File: config.mk
export PLATFORM = sky130hd
export DESIGN_NAME = wash_control
export DESIGN_NICKNAME = d
export VERILOG_FILES = /design/src/rtl/wash_control.sv
export SDC_FILE = /design/constraint.sdc
export NUM_CORES = 1
export LEC_CHECK = 0
export BUFFER_PORTS_ARGS = -buffer_cell sky130_fd_sc_hd__buf_2
export CORE_ASPECT_RATIO = 1.1
export CORE_UTILIZATION = 50
export CTS_CLUSTER_SIZE = 12
export DETAILED_ROUTE_END_ITERATION = 8
export GPL_ROUTABILITY_DRIVEN = 0
export PLACE_DENSITY = 0.69
export SYNTH_ARGS = -nofsm -noshare
export SYNTH_HDL_FRONTEND = slang
export SYNTH_SLANG_ARGS = --single-unit
File: constraint.sdc
create_clock -name cp -period 3.4 [get_ports cp]
set_input_delay 0.17 -clock cp [delete_from_list [all_inputs] [get_ports cp]]
set_output_delay 0.17 -clock cp [all_outputs]
set_load 0.005 [all_outputs]
File: src/rtl/wash_control.sv
// wash_control: washing-machine program sequencer.
// A program selects a subset of the WASH / RINSE / DRY stages. Each stage is a
// fixed chain of timed sub-phases, and `data` counts down the remaining seconds.
// Sub-phases are numbered globally 0..7 in LED order:
//   w_in, w_W, r_out, r_spin, r_in, r_R, d_out, d_spin.
// Every output is driven directly from a flop.
module wash_control #(
    parameter int T_IN    = 3,
    parameter int T_OUT   = 3,
    parameter int T_SPIN  = 3,
    parameter int T_WASH  = 9,
    parameter int T_RINSE = 6,
    parameter int T_DRY   = 6
) (
    input  logic       cp,
    input  logic       nCR,
    input  logic       tick,
    input  logic       power_key,
    input  logic       start_key,
    input  logic       mode_key,
    output logic [2:0] state,
    output logic [8:0] data,
    output logic       w_inWaterLED,
    output logic       w_WLED,
    output logic       r_outWaterLED,
    output logic       r_spinWaterLED,
    output logic       r_inWaterLED,
    output logic       r_RLED,
    output logic       d_outWaterLED,
    output logic       d_spinWaterLED,
    output logic       setLED,
    output logic       powerLED
);

    typedef enum logic [2:0] {
        S_OFF   = 3'd0,
        S_SET   = 3'd1,
        S_WASH  = 3'd2,
        S_RINSE = 3'd3,
        S_DRY   = 3'd4,
        S_PAUSE = 3'd5,
        S_DONE  = 3'd6
    } state_t;

    localparam logic [8:0] LEN_W = 9'(T_IN + T_WASH);
    localparam logic [8:0] LEN_R = 9'(T_OUT + T_SPIN + T_IN + T_RINSE);
    localparam logic [8:0] LEN_D = 9'(T_OUT + T_DRY);

    // Length in ticks of a sub-phase.
    function automatic logic [8:0] sub_len(input logic [2:0] sp);
        case (sp)
            3'd0:    sub_len = 9'(T_IN);
            3'd1:    sub_len = 9'(T_WASH);
            3'd2:    sub_len = 9'(T_OUT);
            3'd3:    sub_len = 9'(T_SPIN);
            3'd4:    sub_len = 9'(T_IN);
            3'd5:    sub_len = 9'(T_RINSE);
            3'd6:    sub_len = 9'(T_OUT);
            3'd7:    sub_len = 9'(T_DRY);
            default: sub_len = 9'd0;
        endcase
    endfunction

    // Stage that owns a sub-phase.
    function automatic state_t stage_of(input logic [2:0] sp);
        case (sp)
            3'd0, 3'd1:             stage_of = S_WASH;
            3'd2, 3'd3, 3'd4, 3'd5: stage_of = S_RINSE;
            default:                stage_of = S_DRY;
        endcase
    endfunction

    // Selected stages of a program: bit0 WASH, bit1 RINSE, bit2 DRY.
    function automatic logic [2:0] stage_mask(input logic [2:0] prog);
        case (prog)
            3'd0:    stage_mask = 3'b111;
            3'd1:    stage_mask = 3'b001;
            3'd2:    stage_mask = 3'b011;
            3'd3:    stage_mask = 3'b110;
            3'd4:    stage_mask = 3'b010;
            3'd5:    stage_mask = 3'b100;
            default: stage_mask = 3'b000;
        endcase
    endfunction

    // Total program duration in ticks.
    function automatic logic [8:0] prog_total(input logic [2:0] prog);
        logic [2:0] m;
        m = stage_mask(prog);
        prog_total = (m[0] ? LEN_W : 9'd0) + (m[1] ? LEN_R : 9'd0) + (m[2] ? LEN_D : 9'd0);
    endfunction

    // First sub-phase of the first selected stage.
    function automatic logic [2:0] first_sub(input logic [2:0] prog);
        logic [2:0] m;
        m = stage_mask(prog);
        if (m[0]) begin
            first_sub = 3'd0;
        end else if (m[1]) begin
            first_sub = 3'd2;
        end else begin
            first_sub = 3'd6;
        end
    endfunction

    // Successor sub-phase; MSB set means the program has ended.
    function automatic logic [3:0] next_sub(input logic [2:0] sp, input logic [2:0] m);
        case (sp)
            3'd1: begin
                if (m[1]) begin
                    next_sub = {1'b0, 3'd2};
                end else if (m[2]) begin
                    next_sub = {1'b0, 3'd6};
                end else begin
                    next_sub = {1'b1, 3'd0};
                end
            end
            3'd5: begin
                if (m[2]) begin
                    next_sub = {1'b0, 3'd6};
                end else begin
                    next_sub = {1'b1, 3'd0};
                end
            end
            3'd7:    next_sub = {1'b1, 3'd0};
            default: next_sub = {1'b0, 3'(sp + 3'd1)};
        endcase
    endfunction

    state_t     state_q, state_d;
    state_t     saved_q, saved_d;
    logic [2:0] prog_q, prog_d;
    logic [8:0] data_q, data_d;
    logic [8:0] cnt_q, cnt_d;
    logic [2:0] sub_q, sub_d;
    logic [7:0] led_q, led_d;
    logic       set_led_q, set_led_d;
    logic       pwr_led_q, pwr_led_d;
    logic [3:0] nxt_s;
    logic [2:0] fs_s;

    // Next-state and next-output computation with power > start > tick > mode priority.
    always_comb begin
        state_d = state_q;
        saved_d = saved_q;
        prog_d  = prog_q;
        data_d  = data_q;
        cnt_d   = cnt_q;
        sub_d   = sub_q;
        nxt_s   = next_sub(sub_q, stage_mask(prog_q));
        fs_s    = first_sub(prog_q);
        if (power_key) begin
            if (state_q == S_OFF) begin
                state_d = S_SET;
                prog_d  = 3'd0;
                data_d  = prog_total(3'd0);
                cnt_d   = 9'd0;
                sub_d   = 3'd0;
                saved_d = S_OFF;
            end else begin
                state_d = S_OFF;
                prog_d  = 3'd0;
                data_d  = 9'd0;
                cnt_d   = 9'd0;
                sub_d   = 3'd0;
                saved_d = S_OFF;
            end
        end else begin
            case (state_q)
                S_OFF: begin
                    state_d = S_OFF;
                end
                S_SET: begin
                    if (start_key) begin
                        sub_d   = fs_s;
                        cnt_d   = sub_len(fs_s);
                        state_d = stage_of(fs_s);
                    end else if (mode_key) begin
                        prog_d = (prog_q == 3'd5) ? 3'd0 : 3'(prog_q + 3'd1);
                        data_d = prog_total(prog_d);
                    end else begin
                        state_d = S_SET;
                    end
                end
                S_WASH, S_RINSE, S_DRY: begin
                    if (start_key) begin
                        saved_d = state_q;
                        state_d = S_PAUSE;
                    end else if (tick) begin
                        data_d = data_q - 9'd1;
                        if (cnt_q == 9'd1) begin
                            if (nxt_s[3]) begin
                                state_d = S_DONE;
                                data_d  = 9'd0;
                                cnt_d   = 9'd0;
                                sub_d   = 3'd0;
                            end else begin
                                sub_d   = nxt_s[2:0];
                                cnt_d   = sub_len(nxt_s[2:0]);
                                state_d = stage_of(nxt_s[2:0]);
                            end
                        end else begin
                            cnt_d = cnt_q - 9'd1;
                        end
                    end else begin
                        state_d = state_q;
                    end
                end
                S_PAUSE: begin
                    if (start_key) begin
                        state_d = saved_q;
                    end else begin
                        state_d = S_PAUSE;
                    end
                end
                S_DONE: begin
                    if (start_key) begin
                        state_d = S_SET;
                        data_d  = prog_total(prog_q);
                    end else begin
                        state_d = S_DONE;
                    end
                end
                default: begin
                    state_d = S_OFF;
                    data_d  = 9'd0;
                    cnt_d   = 9'd0;
                    sub_d   = 3'd0;
                    prog_d  = 3'd0;
                end
            endcase
        end
        if ((state_d == S_WASH) || (state_d == S_RINSE) || (state_d == S_DRY) || (state_d == S_PAUSE)) begin
            led_d = 8'd1 << sub_d;
        end else begin
            led_d = 8'd0;
        end
        set_led_d = (state_d == S_SET);
        pwr_led_d = (state_d != S_OFF);
    end

    // State and output registers, cleared asynchronously by nCR.
    always_ff @(posedge cp or negedge nCR) begin
        if (!nCR) begin
            state_q   <= S_OFF;
            saved_q   <= S_OFF;
            prog_q    <= 3'd0;
            data_q    <= 9'd0;
            cnt_q     <= 9'd0;
            sub_q     <= 3'd0;
            led_q     <= 8'd0;
            set_led_q <= 1'b0;
            pwr_led_q <= 1'b0;
        end else begin
            state_q   <= state_d;
            saved_q   <= saved_d;
            prog_q    <= prog_d;
            data_q    <= data_d;
            cnt_q     <= cnt_d;
            sub_q     <= sub_d;
            led_q     <= led_d;
            set_led_q <= set_led_d;
            pwr_led_q <= pwr_led_d;
        end
    end

    assign state          = state_q;
    assign data           = data_q;
    assign w_inWaterLED   = led_q[0];
    assign w_WLED         = led_q[1];
    assign r_outWaterLED  = led_q[2];
    assign r_spinWaterLED = led_q[3];
    assign r_inWaterLED   = led_q[4];
    assign r_RLED         = led_q[5];
    assign d_outWaterLED  = led_q[6];
    assign d_spinWaterLED = led_q[7];
    assign setLED         = set_led_q;
    assign powerLED       = pwr_led_q;

endmodule
# Yosys cells after proc, flatten, opt, wreduce, memory -nomap -nowiden
# Memories as Yosys holds them, arrays and structs flattened.
# Cells that the tools add are included.
# op_classes
add_sub_neg	8
eq_ne	44
n_shift	1
n_mux	66
reduce_logical	23
# op_table
op	count
$mux W9	14
$mux W3	31
$eq A3 B3 Y1 const B	15
$eq A3 B2 Y1 const B	12
$pmux W3 S6	2
$pmux W9 S4	1
$mux W4	8
$pmux W9 S3	1
$eq A3 B1 Y1 const B	7
$ne A3 B3 Y1 const B	6
$pmux W3 S2	3
$sub A9 B1 Y9 const B	2
$logic_not A3 Y1	5
$add A5 B4 Y6	2
$pmux W3 S4	1
$pmux W4 S3	1
$add A4 B4 Y5	2
$eq A9 B1 Y1 const B	1
$pmux W3 S3	1
$mux W8	1
$reduce_or A4 Y1	2
$shl A1 B3 Y8 const A	1
$add A3 B1 Y3 const B	2
$mux W6	1
12 further kinds	20
# word_totals
ff_bits	40
romBits	64
in_bits	6
word_cells	153
memories	2
# mem_list
memory	words	word_bits	rd	rd_ports_with_merged_regs	wr	line_no	rtl
(no name shown)	8	4	1	0	0	51	case (sp)
(no name shown)	8	4	1	0	0	51	

# Longest topological paths before layout
# logic_depth
ltp_word	19
ltp_mapped	14
mapped_depth_nobuf	13

# Worst setup path after synthesis
# Ideal clock, no wire load.
# synth_path
kind	register to register
from	reg prog_q[1]
to	reg led_q[1]
setup_time_ns	0.105
arrival_ns	2.670
required_ns	3.295
setup_slack_ns	0.625
stages_incl_launch_ff	13
n_path_buf	1
synth_period_minus_slack_ns	2.775
cell_sequence	dfrtp_1 > clkbuf_1 > and2_1 > ha_1 > nand4b_1 > o21ai_0 > inv_1 > ha_1 > a21oi_1 > a31oi_4 > o32ai_4 > xnor2_2 > nor4b_1
# synth_between
elab_chain_cells	19
word_cells_on_any_way	53
cone_classes	eq/ne (19); shift (1); mux (23); reduce/logical (10)
# synth_lines
item	line_no	rtl
start: declaration	132	logic [2:0] prog_q, prog_d;
start signal: assignment	257	prog_q <= prog_d;
$eq A3 B3 Y1 (tied with other cells)	75	case (prog)
$pmux W3 S6 (*)	75	
$mux W4	112, 119	
$mux W4	110	if (m[1]) begin
$pmux W4 S3	108	case (sp)
$eq A3 B2 Y1 (tied with other cells)	66	case (sp)
$reduce_or A4 Y1 / $reduce_or A2 Y1 (equally long branches)	66	
$pmux W3 S2	66	
[... 2 more ...]	n/a	
$mux W3	189	end else if (tick) begin
$mux W3	186	if (start_key) begin
$pmux W3 S4	169	case (state_q)
$mux W3	152	if (power_key) begin
$eq A3 B2 Y1	233	if ((state_d == S_WASH) || (state_d == S_RINSE) || (state_d == S_DRY) || (state_d == S_PAUSE)) begin
$logic_or A1 B1 Y1 (3 in a row)	233	
$mux W8 (*)	233	
net led_d[1]	136	logic [7:0] led_q, led_d;
end signal: assignment	261	led_q <= led_d;
end: declaration	136	
# Mark *: on every way through the listed nets, which the timed path passes. The rest lies on a longest branch.
# A chain may end at the register's enable or synchronous reset.

# Final worst setup path
# layout_path
from	reg prog_q[1]
to	reg led_q[6]
# Same word-level chain as after synthesis.

==> flow_summary.yaml <==
die:
  die_footprint_mm2: 0.00664
  placeable_core_region_mm2: 0.00612
  num_rows: 30
  die_x_um: 77.8
  start_util_pct: 51.6
  floorplan.io_pins: 28
  dieHeight_um: 85.4
power_and_ir_drop:
  max-vdd-ir-drop_mv: 0.203
  clkPwrFrac_pct: 30.4
  cellLeakagePower_uw: 0.00156
  pwr-share-seq_pct: 41.5
  intPower_uw: 889
  power.net_switching_uw: 451
  power_frac_comb_pct: 28.1
  power.share.switching_pct: 33.7
  power-per-cell-area_mw_per_mm2: 385
layout:
  antenna_cells: 0
  finish.net_count: 403
  layout-area-overhead-vs-synth_pct: 10.1
  final-instance-count-excl-fill: 456
  final_core_util_pct: 56.8
  nFillCells: 553
  post_route_cells_drive_above_1_share_pct: 18.9
yosys:
  post_synth_main_area_contributors: "dfrtp_1, ha_1, o21ai_0"
  syn-mean-instance-area_um2: 9.08
  synth_common_cells: "dfrtp_1, nor2_1, inv_1"
  dominantRegCellSynth: "dfrtp_1"
  count_leader_synth: "dfrtp_1"
  synth_sequential_area_ratio_pct: 31.7
  syn_nets: 376
  synth.ff_latch_count: 40
  netlist.top_cell.by_area: "dfrtp_1"
  synth_largest_type_area_fraction_pct: 31.7
  synthDistinctLibCells: 82
  synth.cell_area_mm2: 0.00316
  postSynthCellCount: 348
  synth_enable_flop_cells: 0
  synth_async_reset_ratio_pct: 100
  yosysWarnings: 0
worst_hold_path:
  hold_path_class: "input port to async pin"
sta:
  hold-worst-slack_ns: -0.0117
  report.final.slew_viol_count: 0
  fin_tns_setup_ns: 0
  worst_clock_skew_ns: 0.00335
  layout_min_cycle_time_ns: 3.11
  highest_clock_rate_mhz: 321
  post-route-period-util_pct: 91.5
  grt_setup_unrepaired: "false"
  timing_worst_slew_pin_value_ns: 1.08
  max_slew_margin_pct: 27.5
  hold_viol_final: 5
  timing.final.setup_violations: 0
drt:
  via_count: 2773
  routedWlPerCell_um: 16.5
  starting_drt_drc_count: 199
  postRouteWirelength_um: 7530
  drt-pass1-iter-count: 4
  antenna_left: 0
  avgViaCountPerCell: 6.08
  remaining_drc_errors: 0
cts:
  hold_fix_buffers_cts: 0
  tritoncts: "built"
  cts-root-buf: "clkbuf_8"
  post_cts.repair.setup_buffers: 0
  sink_count: 40
  clk_pin_slew_worst_paths_ns: 0.08
  clk_latency_ns: 0.30
  cts_buffers: 5
  clock_path_buffers: 2
  htree_levels: 2
  ctsResizeCount: 0
global_routing:
  grt_max_degree: 41
  antenna_violations_before_repair: 0
  grt_pass1_vias: 2533
  remaining_overflow_grt: 0
  tot_gr_track_use_pct: 23.6
  grt_pass1_wl_um: 12400
place:
  port_buffers: 27
  numPlacedInstances: 448
  place_hpwl_um: 5440
job:
  maxCapViolCount: 0
setup_path:
  cp-start-kind: "flop"
  critPathMaxFanout: 11
  start_to_end_type_of_the_worst_setup_path: "flop to flop"
  critical_path_end_type: "flop"
  worst-endpoint-required_ns: 3.59
  crit_arrival_ns: 3.30
run_status:
  outcome: "complete, but fails checks"
  violations: "hold timing"
-- power by group through the flow --
stage	sequential [µW]	clock [µW]	combinational [µW]
after global routing	563	434	422
after floorplan	551	0	289
after detailed placement	566	0	371
final	556	407	376
after global placement	565	0	366
after CTS	556	415	374
-- cell usage in the layout (no fill, tap or decap), types with 2 or more instances in the layout --
| cell | n |
|---|---|
| a22o_1 | 2 |
| clkinv_4 | 2 |
| nand3_1 | 12 |
| o32ai_1 | 2 |
| nand2b_1 | 6 |
| a222oi_1 | 4 |
| xor2_1 | 6 |
| o2bb2ai_1 | 2 |
| a21o_1 | 4 |
| inv_1 | 25 |
| nand2_1 | 20 |
| nand4b_1 | 3 |
| a31o_2 | 2 |
| o22ai_1 | 4 |
| o21ai_0 | 22 |
| dfrtp_1 | 40 |
| nor2b_1 | 9 |
| a21boi_0 | 3 |
| a31oi_1 | 7 |
| o31ai_1 | 3 |
| nand4_1 | 2 |
| nand3b_1 | 2 |
| ha_1 | 21 |
| or3_1 | 2 |
| clkbuf_8 | 5 |
| nor3b_1 | 3 |
| a21oi_1 | 19 |
| nor3_1 | 9 |
| mux2i_1 | 5 |
| nor2_1 | 27 |
| nor4_1 | 5 |
| a32oi_1 | 2 |
| or2_2 | 4 |
| or4_2 | 2 |
| buf_4 | 6 |
| and2_1 | 4 |
| buf_2 | 27 |
| xnor2_1 | 4 |
| nor4b_1 | 4 |
-- worst paths after layout --
check                      startpoint          to  slack (ns)  depth (start not counted)
setup / recovery            prog_q[1]    led_q[6]        0.29                         11
hold / removal                    nCR    cnt_q[6]       -0.01                          1
setup reg to reg            prog_q[1]    led_q[6]        0.29                         11
hold reg to reg            saved_q[2]  saved_q[2]        0.54                          2
max in group asynchronous         nCR     data[4]        2.83                          1
min in group cp             power_key  saved_q[2]        0.23                          2
-- per-layer routing --
layer,global-route usage (%),part of all wire [%],vias up
met5,0,0,-
met4,10.6,3.1,0
met3,3.44,4.0,20
met2,38.0,46,82
met1,31.2,47,1328
li1,-,-,1343
-- area by class of cell --
class	count	area, µm²	share of cell area, %
Clock buffer	5	68.8	1.98
Clock inverter	3	47.5	1.37
Inverter	25	93.8	2.70
Multi-Input combinational cell	270	1990	57.1
Sequential cell	40	1000	28.8
Tap cell	80	100	2.88
Timing Repair Buffer	33	180	5.18
-- registers in the layout, indices dropped and copies added, names as in the netlist --
| signal | flops |
|---|---|
| saved_q | 3 |
| cnt_q | 9 |
| sub_q | 3 |
| powerLED | 1 |
| prog_q | 3 |
| led_q | 8 |
| setLED | 1 |
| state | 3 |
| data | 9 |
-- per-stage QoR --
stage / hold slack [ns] / total power (µW) / setup slack [ns] / area, µm²
CTS: 0.0419 / 1350 / 0.313 / 3480
finish: -0.0117 / 1340 / 0.288 / 3480
detailed placement: 0.364 / 937 / 0.326 / 3360
global route: 0.0878 / 1420 / 0.0267 / 3480
floorplan: -0.126 / 840 / 0.625 / 3160
global placement: 0.354 / 931 / 0.490 / 3360
-- critical path, stage by stage, from the launching register on --
cell	delay (ns)
dfrtp_1	0.52
and2_1	0.20
ha_1	0.15
nand4b_1	0.10
o21ai_0	0.25
inv_1	0.17
ha_1	0.24
a21oi_1	0.33
nand3_1	0.20
a211oi_2	0.36
xnor2_2	0.19
nor4_1	0.30
-- kinds of logic after synthesis --
group                      Yosys count  synth area share, %
muxes                                5                 1.58
xor gates and xnor gates            11                 3.29
and+or+nand+nor                    130                 24.2
buffers and inverters               38                 5.70
AOI/OAI and AO/OA                  102                 24.6
adders and majority gates           22                 8.95
DFF                                 40                 31.7
(Power assumes the default switching activity.)
